## config.mk

```make
export PLATFORM = sky130hd
export DESIGN_NAME = inst_fetch_ctrl
export DESIGN_NICKNAME = d
export VERILOG_FILES = /design/src/rtl/inst_fetch_ctrl.sv
export SDC_FILE = /design/constraint.sdc
export NUM_CORES = 1
export LEC_CHECK = 0
export CELL_PAD_IN_SITES_DETAIL_PLACEMENT = 2
export CELL_PAD_IN_SITES_GLOBAL_PLACEMENT = 2
export CORE_MARGIN = 2
export CORE_UTILIZATION = 26
export CTS_CLUSTER_SIZE = 16
export DETAILED_ROUTE_END_ITERATION = 10
export PLACE_DENSITY_LB_ADDON = 0.1
export SLEW_MARGIN = 40
export SYNTH_ARGS = -nofsm -noshare
export SYNTH_HDL_FRONTEND = slang
export SYNTH_SLANG_ARGS = --single-unit
```

## constraint.sdc

```tcl
create_clock -name clk -period 4.4 [get_ports clk]
set_input_delay 0.44 -clock clk [delete_from_list [all_inputs] [get_ports clk]]
set_output_delay 0.44 -clock clk [all_outputs]
set_load 0.02 [all_outputs]
```

## src/rtl/inst_fetch_ctrl.sv

```systemverilog
// Instruction fetch controller for the single-cycle core.
// After reset it waits for a start pulse, then runs a loader phase that writes
// program words into instruction memory. It then runs a fetch loop that feeds
// a one-entry valid/ready buffer towards decode and applies branch/jump
// redirects. Misaligned or out-of-range redirects and loader overflow raise a
// sticky error and park the controller in HALT until the next reset.
module inst_fetch_ctrl #(
    parameter int                 ADDR_W    = 32,
    parameter int                 MEM_BYTES = 64,
    parameter logic [ADDR_W-1:0]  RESET_PC  = '0
) (
    input  logic              clk,
    input  logic              rst,
    input  logic              start,
    input  logic              ld_valid,
    input  logic [31:0]       ld_data,
    input  logic              ld_done,
    output logic [ADDR_W-1:0] mem_addr,
    output logic              mem_we,
    output logic [31:0]       mem_wdata,
    input  logic [31:0]       mem_rdata,
    output logic [31:0]       inst,
    output logic [ADDR_W-1:0] inst_pc,
    output logic              inst_valid,
    input  logic              inst_ready,
    input  logic              redirect,
    input  logic [ADDR_W-1:0] redirect_pc,
    output logic              halted,
    output logic              err
);

    typedef enum logic [1:0] {
        IDLE = 2'd0,
        LOAD = 2'd1,
        RUN  = 2'd2,
        HALT = 2'd3
    } fetchState_t;

    localparam logic [ADDR_W-1:0] MEM_LIMIT = ADDR_W'(MEM_BYTES);
    localparam logic [ADDR_W-1:0] WORD_STEP = ADDR_W'(4);

    fetchState_t       state, stateNext;
    logic [ADDR_W-1:0] pc, pcNext;
    logic [ADDR_W-1:0] ldPtr, ldPtrNext;
    logic [31:0]       instReg, instNext;
    logic [ADDR_W-1:0] instPcReg, instPcNext;
    logic              instValidReg, instValidNext;
    logic              errReg, errNext;

    logic              pcInRange;
    logic              ldInRange;
    logic              redirectBad;
    logic              bufferFree;

    assign pcInRange   = (pc < MEM_LIMIT);
    assign ldInRange   = (ldPtr < MEM_LIMIT);
    assign redirectBad = (redirect_pc[1:0] != 2'b00) || (redirect_pc >= MEM_LIMIT);
    assign bufferFree  = !instValidReg || inst_ready;

    assign inst       = instReg;
    assign inst_pc    = instPcReg;
    assign inst_valid = instValidReg;
    assign err        = errReg;

    // Next-state, datapath updates and memory-side outputs; every phase starts
    // from "hold everything, drive nothing" so only the active phase acts.
    always_comb begin
        stateNext     = state;
        pcNext        = pc;
        ldPtrNext     = ldPtr;
        instNext      = instReg;
        instPcNext    = instPcReg;
        instValidNext = instValidReg;
        errNext       = errReg;
        mem_addr      = '0;
        mem_we        = 1'b0;
        mem_wdata     = '0;
        halted        = 1'b0;

        case (state)
            IDLE: begin
                if (start) begin
                    stateNext = LOAD;
                end
            end

            LOAD: begin
                mem_addr  = ldPtr;
                mem_wdata = ld_data;
                if (ld_done) begin
                    stateNext = RUN;
                    pcNext    = RESET_PC;
                end else if (ld_valid) begin
                    if (ldInRange) begin
                        mem_we    = 1'b1;
                        ldPtrNext = ldPtr + WORD_STEP;
                    end else begin
                        errNext   = 1'b1;
                        stateNext = HALT;
                    end
                end
            end

            RUN: begin
                mem_addr = pc;
                if (redirect) begin
                    instValidNext = 1'b0;
                    if (redirectBad) begin
                        errNext   = 1'b1;
                        stateNext = HALT;
                    end else begin
                        pcNext = redirect_pc;
                    end
                end else if (bufferFree) begin
                    if (pcInRange) begin
                        instNext      = mem_rdata;
                        instPcNext    = pc;
                        instValidNext = 1'b1;
                        pcNext        = pc + WORD_STEP;
                    end else begin
                        instValidNext = 1'b0;
                        if (!instValidReg) begin
                            stateNext = HALT;
                        end
                    end
                end
            end

            HALT: begin
                halted = 1'b1;
            end

            default: begin
                stateNext = IDLE;
            end
        endcase
    end

    // State and datapath registers; reset clears everything immediately.
    always_ff @(posedge clk or posedge rst) begin
        if (rst) begin
            state        <= IDLE;
            pc           <= RESET_PC;
            ldPtr        <= '0;
            instReg      <= '0;
            instPcReg    <= '0;
            instValidReg <= 1'b0;
            errReg       <= 1'b0;
        end else begin
            state        <= stateNext;
            pc           <= pcNext;
            ldPtr        <= ldPtrNext;
            instReg      <= instNext;
            instPcReg    <= instPcNext;
            instValidReg <= instValidNext;
            errReg       <= errNext;
        end
    end

endmodule
```

==> metrics.txt, run 1 <==
status=complete, no violations; switching pwr=1.70 mW; # setup viols final=0; clk buf depth=2; relative slew slack=55.1%; R2R setup slack=between 1000 and 1500 ps; Layout Skew=roughly 9.7 ps; fin crit period=3620 ps; Final TNS setup=0 ps; CTS tree=done; EDFF count, synth=0; register clock-pin slew on the reported worst setup and hold paths=approximately 60 ps; clk sinks=130; hpwl dp=12800 microns; synthesized area per cell=roughly 12 sq um; initial antenna violation count=0; Post-CTS Hold Buffers=0; crit path DAT=approximately 3200 ps; CP Launch Type=register; Yosys warning count=0; worst r2r dst=state[1]$_DFFE_PP0P_; Synth async-reset ratio=100%; Slew Viols, Final=0; sequential fraction of design power=30.4%; number of diodes=0; commonest non-fill, non-tap cell in the layout=clkdlybuf4s50_1; Die Area=~0.022 sq mm; total gr overflow=0; Sw Ratio=33.2%; # nets final=780; setup bufs post-CTS=0; routed len/inst=~18 microns; Die Y=~150 microns; drt first pass iters=4; vias per std cell=between 4 and 5; Post-Syn Area=0.00554 sq mm; highest-count cells in the layout ignoring fill and taps=clkdlybuf4s50_1 (234), dfrtp_1 (130), and2_1 (61), nor2b_1 (59), a22oi_1 (30); synthesized net count=570; Hold Vio Cnt, Final=0; worst hold slack=about 400 ps; H-tree Lvls=4; top_reg_cell synth=dfrtp_1; synthesized flop and latch total=130; global-route wire length before repair=27600 microns; worst r2r path cells=7; CP required=3960 ps; Initial Util=between 20% and 30%; proportion of layout cells with a drive suffix above 1=9.08%; sequential cell area fraction in the yosys report=approximately three fifths; critical path class=reg2out; hold crit path type=reg2reg; Total Routing Usage GR=between 15 and 20%; hold path start=ldPtr[16]$_DFFE_PP0P_; pwr dens=just under 600 mW/mm^2; Mapped Cells=~460; fin crit share=82.3%; largest net degree at the start of global routing=73; Peak VDD IR=0.267 mV; RSZ-0062 raised after global routing=false; Cell Int Power=3.41 mW; Routability Congestion=between 0.7 and 0.8; ANT nets after route=0; I/O Buffers=around 230; Syn-to-layout area delta=58.1%; clock group share of total power=between 30% and 40%; hold path depth=0; # Max-Cap Violations=0; WHS Endpoint=ldPtr[16]$_DFFE_PP0P_; Core ar.=about 0.021 sq mm; root buf cell=clkbuf_16; Initial DRC Count=128; WL final=17400 microns; total CTS buffers=17; fmax=between 200 and 300 MHz; die width=approximately 150 microns; row count=53; PostCTS Resize Cnt=0; worst-skew pair later-pin latency=420 ps; Logic pwr share=between 30 and 40%; R2R Path Start=state[1]$_DFFE_PP0P_; # IOs=235; post-synthesis cell type count=40; crit-path max FO=43; number of global-route vias before repair=a little over 5000; Critical path origin=state[1]$_DFFE_PP0P_; Worst Tran Pin Value=673 ps; via count=around 4300; Leakage=between 3 and 4 nW; Critical Path End Type=output pin; # DRC=0
worst max-delay path by stage:
stage | end | depth (start not counted)
after detailed placement | mem_we | 5
after floorplan | err$_DFFE_PP0P_ | 1
final | mem_we | 5
after CTS | mem_we | 5
after global routing | mem_we | 5
after global placement | mem_we | 5
worst max-delay path, cell delays in order, from the launching register on:
cell and delay (ps):
dfrtp_1 420, inv_1 120, ha_2 620, nand2b_1 370, nor4_4 540, clkdlybuf4s50_1 710
kinds of logic after synthesis:
| group | after synthesis | share of synthesized area, % |
|---|---|---|
| multiplexers | 46 | 9.23 |
| adder cells (fa/ha/maj) | 6 | 1.35 |
| AND/OR/NAND/NOR | 167 | 18.8 |
| AO/OA/AOI/OAI | 47 | 6.57 |
| buffers and inverters | 59 | 4.36 |
| XOR/XNOR | 6 | 0.948 |
| flip-flops | 130 | 58.7 |
sequential cells by signal, summed over array words and instances, names as in the netlist:
signal and count:
ldPtr 30, pc 32, inst_pc 32, inst 32
state 2, err 1, inst_valid 1
synthesized netlist by cell type, types with 6 or more instances:
library cell / number / share of area (%)
clkbuf_1: 38 / 2.6
mux2_2: 16 / 3.3
ha_1: 6 / 1.4
and2_1: 61 / 6.9
mux2_1: 25 / 5.1
a22oi_1: 30 / 4.1
inv_1: 10 / 0.68
nor2b_1: 59 / 6.7
dfrtp_1: 130 / 59
nor4_1: 18 / 2.0
nand2_1: 6 / 0.41
per-stage QoR:
stage	cells	setup WS (ps)	util (%)	instance area (sq um)	total power [mW]
global placement	927	1280	38.6	8080	3.52
CTS	958	696	41.8	8760	5.20
detailed placement	927	1160	38.6	8100	3.59
global route	958	558	41.8	8760	5.41
finish	958	778	41.8	8760	5.11
floorplan	461	491	-	5540	2.66
metal layers:
metal | vias to the layer above | global-route usage, % | routed length, microns
li1 | 1973 | - | -
met1 | 2177 | 18.7 | 7030
met2 | 151 | 26.9 | 8740
met3 | 13 | 6.16 | 1330
met4 | 0 | 5.33 | 272
met5 | - | 0 | 0
final cells by class:
class,count,area (sq um)
clock buffer,22,484
clock inverter,9,176
fill,2176,12200
inverter,10,42.5
multi-input combinational,272,2070
sequential,130,3250
tap,275,344
timing repair buffer,240,2390
power by group through the flow:
stage	combinational, mW	sequential, mW	clock [mW]
6_report	1.98	1.55	1.58
5_1_grt	2.15	1.59	1.67
4_1_cts	2.02	1.56	1.62
3_5_place_dp	2.01	1.58	0
3_3_place_gp	1.96	1.56	0
2_1_floorplan	0.917	1.74	0
(Power assumes the default switching activity.)
==> run 2: changes to the inputs <==
clock period = 3.6 ns   (was 4.4 ns; I/O delays follow)
==> metrics.txt, run 2 (synthesis gave the netlist of run 1 again) <==
crit path max-delay cell type=clkdlybuf4s50_1; worst-skew pair later-pin latency=420 ps (about the same); Hold Vio Cnt, Final=0 (unchanged); hpwl dp=12600 microns (-2.1%); CTS tree=done; clk sinks=130 (unchanged); fmax=approximately 320 MHz; CP Cell Sequence=nor4_1, nand4_1, nor4_4, clkdlybuf4s50_1; fin crit share=between 80% and 90%; vias per std cell=4.50 (about the same); setup ws final=465 ps (-312 ps); top routing layer in use=met4; initial antenna violation count=0 (unchanged); I/O Buffers=234 (unchanged); Die Y=150 microns (unchanged); total CTS buffers=17 (unchanged); number of diodes=0 (unchanged); Initial Util=26.4% (unchanged); proportion of layout cells with a drive suffix above 1=9.75% (+0.67 points); worst slack, placed=875 ps (-281 ps); # setup viols final=0 (unchanged); Post-CTS Hold Buffers=0 (unchanged); RSZ-0062 raised after global routing=false; ANT nets after route=0 (unchanged); CP required=3240 ps (-720 ps); Worst Tran Pin Value=577 ps (-96.0 ps); Leakage=3.71 nW (-0.77%); Detail Route met3 WL=1160 microns (-13%); Critical Path End Type=output pin; total gr overflow=0 (unchanged); global-route wire length before repair=27200 microns (-1.6%); relative slew slack=61.3% (+6.2 points); number of global-route vias before repair=4825 (-4.8%); row count=53 (unchanged); status=complete, no violations; # IOs=235 (unchanged); Slew Viols, Final=0 (unchanged); H-tree Lvls=4 (unchanged); # DRC=0 (unchanged); routed len/inst=17.8 microns (-1.8%); drt first pass iters=4 (unchanged); PostCTS Resize Cnt=0 (unchanged); setup bufs post-CTS=0 (unchanged); Initial DRC Count=130 (+1.6%); fin crit period=3130 ps; pwr dens=675 mW/mm^2 (+16%); commonest non-fill, non-tap cell in the layout=clkdlybuf4s50_1; multi-input logic area=0.00206 sq mm (-0.54%); Syn-to-layout area delta=57.4%; number of fillers in the final layout=2166 (-0.46%); Routability Congestion=0.717 (-3.8%); register clock-pin slew on the reported worst setup and hold paths=60 ps (about the same); critical path class=reg2out; via count=4328 (+0.32%); Layout Skew=11.6 ps (+1.94 ps); Core ar.=0.0210 sq mm (unchanged); highest-count cells in the layout ignoring fill and taps=clkdlybuf4s50_1 (234), dfrtp_1 (130), and2_1 (61), nor2b_1 (59), a22oi_1 (30); clk buf depth=2 (unchanged); hold crit path type=in2async; # Max-Cap Violations=0 (unchanged); Final TNS setup=0 ps (unchanged); WL final=17100 microns (-1.4%); CP Launch Type=register; largest net degree at the start of global routing=66 (-9.6%); crit-path max FO=6 (-86%); Total Routing Usage GR=15.8% (-0.22 points); Die Area=0.0225 sq mm (unchanged); root buf cell=clkbuf_16; # nets final=784 (+0.51%); register area=0.00325 sq mm (unchanged); WL met1=7420 microns (+5.6%); CP max stage delay=710 ps (about the same); die width=150 microns (unchanged); Peak VDD IR=0.356 mV (+33%); crit path DAT=2770 ps (-410 ps); detailed-routed wire length on met2=8310 microns (-4.9%)
## run 2: through the flow
| step | area (sq um) | cells | utilization (%) | hold WS, ps | power, mW |
|---|---|---|---|---|---|
| after floorplan | 5550 | 461 | - | 449 | 3.25 |
| after global placement | 8140 | 929 | 38.8 | 387 | 4.31 |
| after detailed placement | 8180 | 931 | 39.1 | 397 | 4.39 |
| after CTS | 8720 | 962 | 41.6 | 140 | 6.00 |
| after global routing | 8720 | 962 | 41.6 | 156 | 6.25 |
| final | 8720 | 962 | 41.6 | 159 | 5.89 |
## run 2: power by group
part	leakage (nW)	internal, mW	switching [mW]
sequential	1.73	1.72	0.172
combinational	1.72	1.18	1.26
clock	0.256	0.882	0.676
total	3.71	3.78	2.11
## run 2: worst max-delay path, delay by kind of cell, from the launching register on
kind,cells,cell delay (ps)
and+or+nand+nor,3,1260
DFF,1,390
buffers and inverters,1,710
## run 2: path summary, 6_finish.rpt
check | slack (ps) | depth (start not counted) | to | startpoint
min | 160 | 2 | inst[1]$_DFFE_PP0P_ | rst
max in group asynchronous | 2750 | 4 | inst_pc[27]$_DFFE_PP0P_ | rst
max reg2reg | 870 | 6 | pc[21]$_DFFE_PP0P_ | pc[11]$_DFFE_PP0P_
min in group clk | 410 | 0 | ldPtr[16]$_DFFE_PP0P_ | ldPtr[16]$_DFFE_PP0P_
max | 470 | 4 | mem_we | ldPtr[8]$_DFFE_PP0P_
min reg2reg | 410 | 0 | ldPtr[16]$_DFFE_PP0P_ | ldPtr[16]$_DFFE_PP0P_
## run 2: final cells by class
class | instances | share of cell area (%)
Clock inverter | 14 | 1.28
Clock buffer | 17 | 4.88
Sequential cell | 130 | 37.3
Timing Repair Buffer | 244 | 28.5
Tap cell | 275 | 3.94
Inverter | 10 | 0.473
Multi-Input combinational cell | 272 | 23.6
## run 2: layer usage
metal | vias to the layer above | global-route usage, %
met1 | 2181 | 20.1
met4 | 0 | 5.38
met3 | 18 | 4.42
li1 | 1987 | -
met2 | 142 | 25.8
met5 | - | 0
==> run 3: changes to the inputs <==
SKIP_LAST_GASP = 1   (was default)
==> results of run 3 <==
The final DEF is identical to that of run 2; final timing and power are the same.
